==> src/rtl/akuma_pkg.sv <==
// Shared types, screen constants and small helpers for the Akuma controller.
package akuma_pkg;

    localparam logic [9:0] X_MIN     = 10'd0;
    localparam logic [9:0] X_MAX     = 10'd560;
    localparam logic [9:0] X_INIT    = 10'd400;
    localparam logic [9:0] Y_GROUND  = 10'd300;
    localparam logic [9:0] WALK_STEP = 10'd2;

    localparam logic signed [6:0] JUMP_V0 = 7'sd12;
    localparam logic signed [6:0] GRAVITY = 7'sd1;

    localparam int PUNCH_FRAMES = 12;
    localparam int PULSE_FRAMES = 30;
    localparam int TIMER_W      = 5;

    localparam logic [TIMER_W-1:0] PUNCH_LOAD = TIMER_W'(PUNCH_FRAMES - 1);
    localparam logic [TIMER_W-1:0] PULSE_LOAD = TIMER_W'(PULSE_FRAMES - 1);

    typedef enum logic [3:0] {
        SPR_STAND    = 4'd0,
        SPR_PULSE    = 4'd1,
        SPR_PUNCH    = 4'd2,
        SPR_JUMP     = 4'd3,
        SPR_CROUCH   = 4'd4,
        SPR_LEFT     = 4'd5,
        SPR_RIGHT    = 4'd6,
        SPR_DEATH    = 4'd7,
        SPR_JUMP_ATK = 4'd8
    } sprite_code_t;

    typedef enum logic [3:0] {
        ST_IDLE,
        ST_WALK_L,
        ST_WALK_R,
        ST_CROUCH,
        ST_PUNCH,
        ST_PULSE,
        ST_JUMP,
        ST_JUMP_ATK,
        ST_DEAD
    } motion_state_t;

    typedef enum logic [1:0] {
        DRIFT_NONE,
        DRIFT_L,
        DRIFT_R
    } drift_t;

    function automatic sprite_code_t state_sprite(input motion_state_t s);
        case (s)
            ST_IDLE:     return SPR_STAND;
            ST_WALK_L:   return SPR_LEFT;
            ST_WALK_R:   return SPR_RIGHT;
            ST_CROUCH:   return SPR_CROUCH;
            ST_PUNCH:    return SPR_PUNCH;
            ST_PULSE:    return SPR_PULSE;
            ST_JUMP:     return SPR_JUMP;
            ST_JUMP_ATK: return SPR_JUMP_ATK;
            ST_DEAD:     return SPR_DEATH;
            default:     return SPR_STAND;
        endcase
    endfunction

    // Saturating horizontal steps; X never wraps past the screen edges.
    function automatic logic [9:0] x_left(input logic [9:0] x);
        return (x < X_MIN + WALK_STEP) ? X_MIN : x - WALK_STEP;
    endfunction

    function automatic logic [9:0] x_right(input logic [9:0] x);
        return (x > X_MAX - WALK_STEP) ? X_MAX : x + WALK_STEP;
    endfunction

endpackage

==> src/rtl/akuma_jump_physics.sv <==
// Vertical jump physics: holds AkumaY and the signed vertical velocity.
// Landing is flagged combinationally so the FSM can leave the air on the
// same tick the ground is reached.
module akuma_jump_physics
    import akuma_pkg::*;
(
    input  logic       i_clk,
    input  logic       i_rst_n,
    input  logic       i_start,
    input  logic       i_step,
    input  logic       i_snap,
    output logic [9:0] o_y,
    output logic       o_landed
);

    logic [9:0]         r_y;
    logic signed [6:0]  r_vy;
    logic signed [10:0] w_y_sum;
    logic [9:0]         w_y_clamped;

    // Screen Y grows downward, so rising means subtracting a positive vy.
    assign w_y_sum     = $signed({1'b0, r_y}) - $signed({{4{r_vy[6]}}, r_vy});
    assign w_y_clamped = w_y_sum[10] ? 10'd0 : w_y_sum[9:0];
    assign o_landed    = r_vy[6] && (w_y_sum >= $signed({1'b0, Y_GROUND}));
    assign o_y         = r_y;

    // Position/velocity update; snap (death) beats start beats step.
    always_ff @(posedge i_clk or negedge i_rst_n) begin
        if (!i_rst_n) begin
            r_y  <= Y_GROUND;
            r_vy <= '0;
        end else if (i_snap) begin
            r_y  <= Y_GROUND;
            r_vy <= '0;
        end else if (i_start) begin
            r_vy <= JUMP_V0;
        end else if (i_step) begin
            if (o_landed) begin
                r_y  <= Y_GROUND;
                r_vy <= '0;
            end else begin
                r_y  <= w_y_clamped;
                r_vy <= r_vy - GRAVITY;
            end
        end
    end

endmodule

==> src/rtl/akuma_motion_fsm.sv <==
// Akuma character controller: turns button levels into a pose code and a
// sprite anchor, advancing only on frame_tick.
//
//   state       | meaning
//   ------------+------------------------------------------------
//   ST_IDLE     | standing on the ground, no input
//   ST_WALK_L   | walking left, X moves every tick
//   ST_WALK_R   | walking right, X moves every tick
//   ST_CROUCH   | down held
//   ST_PUNCH    | ground punch, timed, hitbox on
//   ST_PULSE    | special move, timed
//   ST_JUMP     | airborne, ballistic
//   ST_JUMP_ATK | airborne attack, hitbox on until landing
//   ST_DEAD     | absorbing until reset
module akuma_motion_fsm
    import akuma_pkg::*;
(
    input  logic       vga_clk,
    input  logic       reset_n,
    input  logic       frame_tick,
    input  logic       btn_left,
    input  logic       btn_right,
    input  logic       btn_up,
    input  logic       btn_down,
    input  logic       btn_punch,
    input  logic       btn_special,
    input  logic       dead,
    output logic [3:0] sprite,
    output logic [9:0] AkumaX,
    output logic [9:0] AkumaY,
    output logic       attack_active,
    output logic       busy
);

    motion_state_t      r_state;
    logic [TIMER_W-1:0] r_timer;
    logic [9:0]         r_x;
    drift_t             r_drift;
    logic               r_punch_q;
    logic               r_special_q;
    sprite_code_t       r_sprite;
    logic               r_attack;
    logic               r_busy;

    motion_state_t      w_next_state;
    logic [TIMER_W-1:0] w_next_timer;
    logic [9:0]         w_next_x;
    drift_t             w_next_drift;
    logic               w_jump_start;
    logic               w_jump_step;
    logic               w_snap;
    logic               w_landed;
    logic               w_punch_edge;
    logic               w_special_edge;
    logic               w_left_only;
    logic               w_right_only;

    assign w_punch_edge   = btn_punch & ~r_punch_q;
    assign w_special_edge = btn_special & ~r_special_q;
    assign w_left_only    = btn_left & ~btn_right;
    assign w_right_only   = btn_right & ~btn_left;

    akuma_jump_physics u_phys (
        .i_clk    (vga_clk),
        .i_rst_n  (reset_n),
        .i_start  (w_jump_start),
        .i_step   (w_jump_step),
        .i_snap   (w_snap),
        .o_y      (AkumaY),
        .o_landed (w_landed)
    );

    // Next-state, timer, X and physics enables; nothing moves without a tick.
    always_comb begin
        w_next_state = r_state;
        w_next_timer = r_timer;
        w_next_x     = r_x;
        w_next_drift = r_drift;
        w_jump_start = 1'b0;
        w_jump_step  = 1'b0;
        w_snap       = 1'b0;
        if (frame_tick) begin
            if (dead) begin
                w_next_state = ST_DEAD;
                w_snap       = 1'b1;
            end else begin
                case (r_state)
                    ST_IDLE, ST_WALK_L, ST_WALK_R, ST_CROUCH: begin
                        if (w_punch_edge) begin
                            w_next_state = ST_PUNCH;
                            w_next_timer = PUNCH_LOAD;
                        end else if (w_special_edge) begin
                            w_next_state = ST_PULSE;
                            w_next_timer = PULSE_LOAD;
                        end else if (btn_up) begin
                            w_next_state = ST_JUMP;
                            w_jump_start = 1'b1;
                            if (w_left_only)       w_next_drift = DRIFT_L;
                            else if (w_right_only) w_next_drift = DRIFT_R;
                            else                   w_next_drift = DRIFT_NONE;
                        end else if (btn_down) begin
                            w_next_state = ST_CROUCH;
                        end else if (w_left_only) begin
                            w_next_state = ST_WALK_L;
                            w_next_x     = x_left(r_x);
                        end else if (w_right_only) begin
                            w_next_state = ST_WALK_R;
                            w_next_x     = x_right(r_x);
                        end else begin
                            w_next_state = ST_IDLE;
                        end
                    end
                    ST_PUNCH, ST_PULSE: begin
                        if (r_timer == '0) w_next_state = ST_IDLE;
                        else               w_next_timer = r_timer - TIMER_W'(1);
                    end
                    ST_JUMP, ST_JUMP_ATK: begin
                        w_jump_step = 1'b1;
                        if (r_drift == DRIFT_L)      w_next_x = x_left(r_x);
                        else if (r_drift == DRIFT_R) w_next_x = x_right(r_x);
                        if (w_landed)
                            w_next_state = ST_IDLE;
                        else if (r_state == ST_JUMP && w_punch_edge)
                            w_next_state = ST_JUMP_ATK;
                    end
                    ST_DEAD: begin
                        w_next_state = ST_DEAD;
                    end
                    default: begin
                        w_next_state = ST_IDLE;
                    end
                endcase
            end
        end
    end

    // State register, button history and registered pose outputs.
    always_ff @(posedge vga_clk or negedge reset_n) begin
        if (!reset_n) begin
            r_state     <= ST_IDLE;
            r_timer     <= '0;
            r_x         <= X_INIT;
            r_drift     <= DRIFT_NONE;
            r_punch_q   <= 1'b0;
            r_special_q <= 1'b0;
            r_sprite    <= SPR_STAND;
            r_attack    <= 1'b0;
            r_busy      <= 1'b0;
        end else begin
            r_state  <= w_next_state;
            r_timer  <= w_next_timer;
            r_x      <= w_next_x;
            r_drift  <= w_next_drift;
            r_sprite <= state_sprite(w_next_state);
            r_attack <= (w_next_state == ST_PUNCH) || (w_next_state == ST_JUMP_ATK);
            r_busy   <= (w_next_state == ST_PUNCH) || (w_next_state == ST_PULSE) ||
                        (w_next_state == ST_JUMP)  || (w_next_state == ST_JUMP_ATK) ||
                        (w_next_state == ST_DEAD);
            if (frame_tick) begin
                r_punch_q   <= btn_punch;
                r_special_q <= btn_special;
            end
        end
    end

    assign sprite        = r_sprite;
    assign AkumaX        = r_x;
    assign attack_active = r_attack;
    assign busy          = r_busy;

endmodule

==> config.mk <==
export PLATFORM = sky130hd
export DESIGN_NAME = akuma_motion_fsm
export DESIGN_NICKNAME = d
export VERILOG_FILES = /design/src/rtl/akuma_pkg.sv /design/src/rtl/akuma_jump_physics.sv /design/src/rtl/akuma_motion_fsm.sv
export SDC_FILE = /design/constraint.sdc
export NUM_CORES = 1
export LEC_CHECK = 0
export BUFFER_PORTS_ARGS = -buffer_cell sky130_fd_sc_hd__buf_2
export CORE_MARGIN = 2
export CORE_UTILIZATION = 35
export DETAILED_ROUTE_END_ITERATION = 10
export PLACE_DENSITY = 0.53
export SLEW_MARGIN = 0
export SYNTH_ARGS = -nofsm -noshare
export SYNTH_HDL_FRONTEND = slang
export SYNTH_SLANG_ARGS = --single-unit
==> constraint.sdc <==
create_clock -name vga_clk -period 3.9 [get_ports vga_clk]
set_input_delay 0.585 -clock vga_clk [delete_from_list [all_inputs] [get_ports vga_clk]]
set_output_delay 0.585 -clock vga_clk [all_outputs]
set_load 0.01 [all_outputs]
==> results.sh, run 1 <==
export IMPL_finalSetupTns_ns=0
export IMPL_final_hold_viol_count=0
export IMPL_ys_types=61
export IMPL_viasPerCell=5.39
export IMPL_finalCritPeriodShare_pct=87.2
export IMPL_clkLatencyLatePin_ns=0.30
export IMPL_ant_nets=0
export IMPL_hpwl_um=5690
export IMPL_diodes=0
export IMPL_synth_edff_count=0
export IMPL_grt_pass1_vias=2663
export IMPL_grt_max_degree=47
export IMPL_slew_violations=0
export IMPL_worstRegToRegCells=16
export IMPL_tritoncts="done"
export IMPL_worst_hold_slack_ns=0.373
export IMPL_reg2reg_from="u_phys.o_y[0]$_DFFE_PN0P_"
export IMPL_mostFrequentLayoutCell="nand2_1"
export IMPL_cts_buffers=5
export IMPL_grt_overflow_total=0
export IMPL_initial_utilization_pct=36.2
export IMPL_synth_area_leader_cell="dfrtp_1"
export IMPL_clockRootBuffer="clkbuf_8"
export IMPL_max_cap_violations=0
export IMPL_setup_viol=0
export IMPL_max_slew_margin_pct=46.9
export IMPL_instances_no_fill=511
export IMPL_crit_type="reg -> reg"
export IMPL_rsz0062_at_grt="no"
export IMPL_final_cell_mix="41 x nand2_1, 39 x dfrtp_1, 35 x buf_2"
export IMPL_endpoint="sprite[0]$_DFF_PN0_"
export IMPL_synth_seq_area_share_pct=36.7
export IMPL_post_cts_setup_buffer_count=0
export IMPL_grt_usage_pct=16.2
export IMPL_finalPower_mw=1.57
export IMPL_port_buffers=35
export IMPL_synth_top_area_share_pct=30.9
export IMPL_tightest_slew_ns=0.789
export IMPL_max_freq_mhz=294
export IMPL_startpoint_type="register"
export IMPL_drive_gt1_share_pct=16.6
export IMPL_cts_htree_levels=2
export IMPL_ys_top_cells_by_area="dfrtp_1 31%, ha_1 8.7%, dfstp_2 5.8%"
export IMPL_placed_cells=503
export IMPL_synth_cells=365
export IMPL_irDropWorstVdd_mv=0.136
export IMPL_clkTransAtPathRegs_ns=0.09
export IMPL_p_per_area_mw_per_mm2=438
export IMPL_cp_max_fo=3
export IMPL_end_kind="register"
export IMPL_first_iter_violations=97
export IMPL_antenna_found_initial=0
export IMPL_routed_wl_um=7600
export IMPL_grt_pass1_wl_um=13000
export IMPL_fp_row_count=34
export IMPL_crit_required_ns=4.13
export IMPL_r2r_slack_ns=0.50
export IMPL_netlist_area_mm2=0.00316
export IMPL_gp_congestion=0.825
export IMPL_cts_sinks=46
export IMPL_die_area_mm2=0.00980
export IMPL_post_route_drc_count=0
export IMPL_hold_buffers=0
export IMPL_ys_warn_count=0
export IMPL_fin_nets=435
export IMPL_syn_area_per_cell_um2=8.66
export IMPL_cts_repair_resize_count=0
export IMPL_hold_path_class="in -> async"
export IMPL_async_flop_share_pct=100
export IMPL_core_area_mm2=0.00872
export IMPL_startpoint="u_phys.o_y[0]$_DFFE_PN0P_"
export IMPL_fp_dieH_um=99.0
export IMPL_clock_path_buffers=2
export IMPL_area_delta_synth_final_pct=13.1
export IMPL_clock_skew_ns=0.00793
export IMPL_ys_seq_elements=46
export IMPL_placed_area_mm2=0.00346
export IMPL_synthFlopType="dfrtp_1"
export IMPL_vias=2756
export IMPL_period_needed_ns=3.40
export IMPL_synthesis_nets=398
export IMPL_pin_count=36
export IMPL_wire_per_inst_um=14.9
export IMPL_worstReg2RegEnd="sprite[0]$_DFF_PN0_"
export IMPL_arrival_ns=3.63
export IMPL_die_w_um=99.0
export IMPL_status="finished, final reports clean"
export IMPL_nFillCells=869
export IMPL_leakage_nw=1.59
export IMPL_fin_area_mm2=0.00357
export IMPL_dr_pass1_iters=5
[final cells by class]
| class | instances | area [µm²] | share of cell area [%] |
|---|---|---|---|
| multi-input cells | 278 | 1840 | 51.5 |
| repair buffers | 40 | 213 | 5.95 |
| inverters | 31 | 116 | 3.26 |
| flip-flops and latches | 46 | 1160 | 32.4 |
| clock buffers | 8 | 110 | 3.08 |
| well taps | 108 | 135 | 3.78 |
[logic make-up (layout without fill, tap and decap cells)]
| family | after synthesis | count (layout) | synth area share (%) |
|---|---|---|---|
| simple gates | 131 | 131 | 20.2 |
| compound gates | 105 | 105 | 22.9 |
| flops | 46 | 46 | 36.7 |
| buf+inv | 41 | 79 | 5.19 |
| fa+ha+maj | 23 | 23 | 9.35 |
| xor+xnor | 11 | 11 | 3.05 |
| mux | 8 | 8 | 2.65 |
[worst min path at each step]
| stage | start | end | slack [ns] | cells after the start |
|---|---|---|---|---|
| floorplan | reset_n | AkumaX[0]$_DFFE_PN0P_ | 0.29 | 0 |
| global placement | r_special_q$_DFFE_PN0P_ | r_special_q$_DFFE_PN0P_ | 0.49 | 1 |
| detailed placement | r_special_q$_DFFE_PN0P_ | r_special_q$_DFFE_PN0P_ | 0.50 | 1 |
| CTS | reset_n | u_phys.r_vy[1]$_DFFE_PN0P_ | 0.40 | 2 |
| global route | reset_n | r_timer[1]$_DFFE_PN0P_ | 0.43 | 2 |
| finish | reset_n | AkumaX[3]$_DFFE_PN0P_ | 0.37 | 2 |
[through the flow]
step	setup WS, ns	utilization, %
finish	0.500	41.0
global route	0.0962	41.0
CTS	0.362	40.9
detailed placement	0.398	39.7
global placement	0.492	39.7
floorplan	0.516	-
[where the power goes]
group          leakage (nW)  switching [mW]  internal [mW]
Combinational         0.960           0.326          0.230
Sequential            0.569          0.0950          0.572
Clock                0.0575           0.163          0.179
Total                  1.59           0.584          0.981
[synth_stat cells, drive strengths merged (5+ instances only)]
| cell | instances |
|---|---|
| o22ai | 8 |
| xor2 | 6 |
| and3 | 7 |
| a21o | 5 |
| clkbuf | 6 |
| mux2i | 5 |
| inv | 31 |
| nand3 | 11 |
| o21ai | 25 |
| a41oi | 5 |
| dfstp | 7 |
| nor2b | 6 |
| nor3 | 12 |
| nand2 | 41 |
| nor2 | 33 |
| dfrtp | 39 |
| o221ai | 5 |
| xnor2 | 5 |
| a31oi | 6 |
| ha | 22 |
| a21oi | 20 |
[critical path, stage by stage, from the launching register on]
cell	delay, ns
dfrtp_1	0.38
inv_1	0.07
ha_1	0.16
inv_1	0.05
fa_1	0.40
a211oi_2	0.30
o211ai_1	0.16
nand2_1	0.09
xnor2_1	0.14
and3_1	0.24
o31ai_4	0.10
a31oi_1	0.23
a2bb2oi_1	0.32
ha_1	0.24
nand2_1	0.05
a311o_1	0.32
nand3_1	0.07
[sequential cells by signal, indices dropped and copies added (netlist names)]
signal and cells:
AkumaX 10, u_phys.o_y 10, r_state 4, busy 1, sprite 4, r_punch_q 1, u_phys.r_vy 7, r_drift 2
r_special_q 1, attack_active 1, r_timer 5
[metal layers]
metal / vias up / GRT usage, % / share of wire, %
met2: 46 / 27.2 / 48
met4: 0 / 4.43 / 1.6
met5: - / 0 / 0
met1: 1303 / 21.8 / 47
met3: 14 / 2.34 / 2.9
li1: 1393 / - / -
Note: power is estimated with default switching activity, not from simulation.
==> run 2, diff against run 1 <==
GPL_TIMING_DRIVEN = 0   (was not set)
==> run 2 against run 1 <==
  * Sequential share of layout area shrank 0.057 points
  * First-iteration DRC count increased by 26%
  * Clock skew barely moved
  * Wire length increased by 1.5%
  * Power is 2.0% lower
  * Via count rose by 1.5%
  * Critical path depth did not move
  * Non-clock buffer count increased by 5
  * Global-route usage increased by 0.26 points
  * Register-to-register slack got worse by 0.24 ns
  * Utilization increased by 0.072 points
  * Fmax fell by 6.7%
==> results.sh, run 2 (synthesis gave the netlist of run 1 again) <==
export IMPL_arrival_ns=3.88
export IMPL_startpoint="u_phys.r_vy[0]$_DFFE_PN0P_"
export IMPL_startpoint_type="register"
export IMPL_drive_gt1_share_pct=16.7
export IMPL_crit_required_ns=4.14
export IMPL_final_hold_viol_count=0
export IMPL_crit_type="reg -> reg"
export IMPL_status="finished, final reports clean"
export IMPL_cpMaxStageDelayCell="dfrtp_1"
export IMPL_final_cell_mix="41 x nand2_1, 39 x dfrtp_1, 37 x buf_2"
export IMPL_antenna_found_initial=0
export IMPL_wire_per_inst_um=15.0
export IMPL_cts_htree_levels=2
export IMPL_setup_viol=0
export IMPL_first_iter_violations=122
export IMPL_port_buffers=35
export IMPL_cp_top_family="compound AO/OA/AOI/OAI gates"
export IMPL_diodes=0
export IMPL_hpwl_um=5630
export IMPL_vias=2796
export IMPL_tightest_slew_ns=1.07
export IMPL_tritoncts="done"
export IMPL_fp_dieH_um=99.0
export IMPL_cts_buffers=5
export IMPL_pin_count=36
export IMPL_dr_pass1_iters=4
export IMPL_grt_overflow_total=0
export IMPL_hold_buffers=0
export IMPL_leakage_nw=1.58
export IMPL_power_share_clock_pct=19.9
export IMPL_grt_usage_pct=16.5
export IMPL_wl_met2_um=3810
export IMPL_reg2reg_from="u_phys.r_vy[0]$_DFFE_PN0P_"
export IMPL_cp_depth=16
export IMPL_max_slew_margin_pct=28.4
export IMPL_routed_top_layer="met4"
export IMPL_finalPower_mw=1.53
export IMPL_gp_congestion=0.917
export IMPL_cts_sinks=46
export IMPL_ant_nets=0
export IMPL_seq_power_share_pct=42.3
export IMPL_combPwrFrac_pct=37.8
export IMPL_met3_length_um=253
export IMPL_end_kind="register"
export IMPL_finalCritPeriodShare_pct=93.4
export IMPL_slew_violations=0
export IMPL_die_w_um=99.0
export IMPL_grt_pass1_wl_um=13300
export IMPL_clockRootBuffer="clkbuf_8"
export IMPL_clock_skew_ns=0.00786
export IMPL_worstRegToRegCells=16
export IMPL_fin_nets=440
export IMPL_met1_length_um=3560
export IMPL_clkLatencyLatePin_ns=0.30
export IMPL_finish_utilization_pct=41.1
export IMPL_routed_wl_um=7720
export IMPL_clkTransAtPathRegs_ns=0.09
export IMPL_clock_path_buffers=2
export IMPL_critPathBufInv=2
export IMPL_grt_max_degree=47
export IMPL_nFillCells=882
export IMPL_worst_hold_slack_ns=0.475
export IMPL_switching_share_pct=38.4
export IMPL_mostFrequentLayoutCell="nand2_1"
export IMPL_irDropWorstVdd_mv=0.161
export IMPL_cp_max_fo=10
export IMPL_initial_utilization_pct=36.2
export IMPL_endpoint="sprite[0]$_DFF_PN0_"
export IMPL_worstReg2RegEnd="sprite[0]$_DFF_PN0_"
export IMPL_hold_path_class="in -> async"
export IMPL_max_freq_mhz=274
export IMPL_area_delta_synth_final_pct=13.3
export IMPL_period_needed_ns=3.64
export IMPL_p_int_uw=946
export IMPL_grt_pass1_vias=2797
export IMPL_critical_path_cell_chain="ha_1 > inv_1 > fa_1 > a211oi_2 > o211ai_1 > nand2_1 > xnor2_1 > and3_1 > o31ai_4 > buf_4 > a31oi_2 > a2bb2oi_2 > ha_1 > nand2_1 > a311o_1 > nand3_1"
export IMPL_max_stage_delay_ns=0.43
export IMPL_core_area_mm2=0.00872
export IMPL_max_cap_violations=0
export IMPL_viasPerCell=5.43
export IMPL_post_route_drc_count=0
export IMPL_switching_power_uw=589
export IMPL_r2r_slack_ns=0.26
export IMPL_die_area_mm2=0.00980
export IMPL_fp_row_count=34
export IMPL_p_per_area_mw_per_mm2=429
run 2: cell count changes in the layout (fill, tap and decap cells not counted), moves of 2 or more:
| cell | previous run | this run |
|---|---|---|
| buf_2 | 35 | 37 |
| buf_4 | 5 | 2 |
| clkbuf_1 | 0 | 6 |
| clkbuf_8 | 8 | 6 |
run 2: what timing repair did:
item,4_1_cts,5_1_grt
setup endpoints to repair,1,5
setup buffers,0,0
pin swaps,0,1
gates resized for setup,1,5
run 2: worst min-delay path by stage:
stage / cells after the start / endpoint / from / slack [ns]
2_1_floorplan: 0 / AkumaX[0]$_DFFE_PN0P_ / reset_n / 0.29
3_3_place_gp: 1 / r_special_q$_DFFE_PN0P_ / r_special_q$_DFFE_PN0P_ / 0.49
3_5_place_dp: 1 / r_special_q$_DFFE_PN0P_ / r_special_q$_DFFE_PN0P_ / 0.50
4_1_cts: 1 / r_special_q$_DFFE_PN0P_ / r_special_q$_DFFE_PN0P_ / 0.52
5_1_grt: 2 / r_special_q$_DFFE_PN0P_ / btn_special / 0.52
6_report: 1 / r_timer[1]$_DFFE_PN0P_ / reset_n / 0.48
run 2: metrics by stage:
step	setup WS, ns	area [µm²]	instances	setup TNS, ns
after floorplan	0.516	3160	365	0
after global placement	0.0832	3470	508	0
after detailed placement	0.0290	3470	508	0
after CTS	0.0915	3560	515	0
after global routing	-0.0299	3580	515	-0.0299
final	0.256	3580	515	0
run 2: layout make-up:
class                      count  area (µm²)  area share (%)
clock buffer                   7        86.3            2.41
tap                          108         135            3.77
sequential                    46        1160            32.4
inverter                      31         116            3.25
timing repair buffer          35         175            4.89
multi-input combinational    278        1860            51.9
buffer                        10        48.8            1.36
run 2: power groups by stage:
stage / combinational (mW) / clock, mW / sequential, mW
floorplan: 0.399 / 0 / 0.667
global placement: 0.569 / 0 / 0.658
detailed placement: 0.574 / 0 / 0.659
CTS: 0.579 / 0.322 / 0.650
global route: 0.665 / 0.337 / 0.669
finish: 0.580 / 0.306 / 0.649
run 2: per-layer routing:
metal  vias to the layer above  track usage [%]
met4                         0             4.21
li1                       1407                -
met3                         9             2.84
met2                        45             28.3
met5                         -                0
met1                      1335             21.4
run 2: worst reg2reg max path, stage by stage (launching register included):
cell and delay (ns):
dfrtp_1 0.43, ha_1 0.21, inv_1 0.06, fa_1 0.41, a211oi_2 0.31, o211ai_1 0.18, nand2_1 0.11, xnor2_1 0.14
and3_1 0.26, o31ai_4 0.11, buf_4 0.20, a31oi_2 0.23, a2bb2oi_2 0.25, ha_1 0.22, nand2_1 0.06, a311o_1 0.32
nand3_1 0.08
==> run 3, diff against run 2 <==
CTS_BUF_LIST = sky130_fd_sc_hd__clkbuf_16   (was not set)
==> run 3 against run 2 <==
  * Register-to-register slack gained 0.04 ns
  * Largest cell class unchanged
  * Sequential share of layout area decreased by 0.41 points
  * Power grew 6.6%
  * Via count about the same
==> results.sh, run 3 (synthesis gave the netlist of run 1 again) <==
export IMPL_status="finished, final reports clean"
export IMPL_clkLatencyLatePin_ns=0.28
export IMPL_hold_path_class="in -> async"
export IMPL_cts_sinks=46
export IMPL_hold_buffers=0
export IMPL_grt_pass1_vias=2783
export IMPL_p_per_area_mw_per_mm2=451
export IMPL_die_area_mm2=0.00980
export IMPL_post_route_drc_count=0
export IMPL_rsz0062_at_grt="no"
export IMPL_fp_row_count=34
export IMPL_tritoncts="done"
export IMPL_gp_congestion=0.917
export IMPL_cts_htree_levels=2
export IMPL_r2r_slack_ns=0.30
export IMPL_fin_nets=440
export IMPL_cts_buffers=5
export IMPL_final_setup_worst_slack_ns=0.296
export IMPL_final_cell_mix="41 x nand2_1, 39 x dfrtp_1, 37 x buf_2"
export IMPL_placed_cells=508
export IMPL_fp_dieH_um=99.0
export IMPL_pin_count=36
export IMPL_grt_usage_pct=16.6
export IMPL_port_buffers=35
export IMPL_grt_overflow_total=0
export IMPL_die_w_um=99.0
export IMPL_diodes=0
export IMPL_max_cap_violations=0
export IMPL_crit_type="reg -> reg"
export IMPL_dr_pass1_iters=4
export IMPL_leakage_nw=1.61
export IMPL_crit_required_ns=4.12
export IMPL_period_needed_ns=3.60
export IMPL_max_freq_mhz=277
export IMPL_clock_skew_ns=0.00575
export IMPL_viasPerCell=5.43
export IMPL_use_met1_pct=21.6
export IMPL_tightest_slew_ns=1.08
export IMPL_startpoint_type="register"
export IMPL_finalPower_mw=1.64
export IMPL_irDropWorstVdd_mv=0.190
export IMPL_arrival_ns=3.82
export IMPL_slew_violations=0
export IMPL_seqCellArea_mm2=0.00116
export IMPL_use_met3_pct=2.84
export IMPL_clockRootBuffer="clkbuf_16"
export IMPL_cp_max_fo=10
export IMPL_area_delta_synth_final_pct=14.8
export IMPL_grt_pass1_wl_um=13300
export IMPL_antenna_found_initial=0
export IMPL_vias=2795
export IMPL_mostFrequentLayoutCell="nand2_1"
export IMPL_first_iter_violations=122
export IMPL_initial_utilization_pct=36.2
export IMPL_clkTransAtPathRegs_ns=0.06
export IMPL_final_hold_viol_count=0
export IMPL_finalCritPeriodShare_pct=92.4
export IMPL_max_slew_margin_pct=27.9
export IMPL_worst_hold_slack_ns=0.500
export IMPL_nFillCells=875
export IMPL_instances_no_fill=515
export IMPL_clock_path_buffers=2
export IMPL_end_kind="register"
export IMPL_grt_max_degree=47
export IMPL_core_area_mm2=0.00872
export IMPL_setup_viol=0
export IMPL_drive_gt1_share_pct=16.5
export IMPL_finalSetupTns_ns=0
export IMPL_use_met2_pct=28.4
export IMPL_hpwl_um=5630
export IMPL_wire_per_inst_um=14.9
export IMPL_multi_input_comb_area_mm2=0.00186
export IMPL_dp_slack_ns=0.0290
export IMPL_top_usage_layer="met2"
export IMPL_ant_nets=0
export IMPL_routed_wl_um=7680
==> run 3: changes by cell type in the layout (fill, tap and decap cells not counted) <==
cell | before | now
clkinv_1 | 0 | 1
inv_1 | 31 | 32
clkbuf_1 | 6 | 5
clkbuf_16 | 0 | 5
clkbuf_8 | 6 | 0
==> run 3: power by group <==
| part | internal [mW] | leakage [nW] | switching (mW) | total (mW) |
|---|---|---|---|---|
| registers | 0.573 | 0.569 | 0.0770 | 0.650 |
| clock network | 0.230 | 0.0685 | 0.177 | 0.406 |
| logic | 0.233 | 0.968 | 0.347 | 0.579 |
| total | 1.04 | 1.61 | 0.600 | 1.64 |
==> run 3: timing repair <==
item                                    in CTS  in global routing
resized for setup                            1                  5
pin swaps                                    0                  1
setup buffers                                0                  0
endpoints found under the setup margin       1                  4
==> run 3: final cells by class <==
| cell class | count | share of cell area, % |
|---|---|---|
| Sequential cell | 46 | 32.0 |
| Timing Repair Buffer | 35 | 4.83 |
| Inverter | 31 | 3.21 |
| Buffer | 10 | 1.35 |
| Clock inverter | 2 | 0.207 |
| Clock buffer | 5 | 3.45 |
| Tap cell | 108 | 3.73 |
| Multi-Input combinational cell | 278 | 51.3 |
==> run 3: final timing paths <==
kind                                           end  cells after the start                        from
min                         r_timer[1]$_DFFE_PN0P_                      1                     reset_n
max                            sprite[0]$_DFF_PN0_                     16  u_phys.r_vy[0]$_DFFE_PN0P_
min reg2reg                r_special_q$_DFFE_PN0P_                      1     r_special_q$_DFFE_PN0P_
max in group asynchronous   r_timer[3]$_DFFE_PN0P_                      1                     reset_n
max reg2reg                    sprite[0]$_DFF_PN0_                     16  u_phys.r_vy[0]$_DFFE_PN0P_
min in group vga_clk       r_special_q$_DFFE_PN0P_                      1     r_special_q$_DFFE_PN0P_
==> run 3: stage by stage <==
| stage | utilization (%) | instance area (µm²) |
|---|---|---|
| after floorplan | - | 3160 |
| after global placement | 39.8 | 3470 |
| after detailed placement | 39.8 | 3470 |
| after CTS | 41.4 | 3610 |
| after global routing | 41.6 | 3630 |
| final | 41.6 | 3630 |
==> run 3: worst max-delay path, stage by stage (launching register included) <==
cell	delay, ns
dfrtp_1	0.42
ha_1	0.21
inv_1	0.06
fa_1	0.41
a211oi_2	0.31
o211ai_1	0.17
nand2_1	0.11
xnor2_1	0.14
and3_1	0.26
o31ai_4	0.11
buf_4	0.20
a31oi_2	0.23
a2bb2oi_2	0.22
ha_1	0.22
nand2_1	0.06
a311o_1	0.32
nand3_1	0.08
==> run 3: per-layer routing <==
| layer | vias up | share of wire [%] | routed length (µm) |
|---|---|---|---|
| met3 | 12 | 3.3 | 254 |
| met4 | 0 | 1.9 | 145 |
| met1 | 1327 | 46 | 3500 |
| met2 | 46 | 49 | 3780 |
| li1 | 1410 | - | - |
| met5 | - | 0 | 0 |
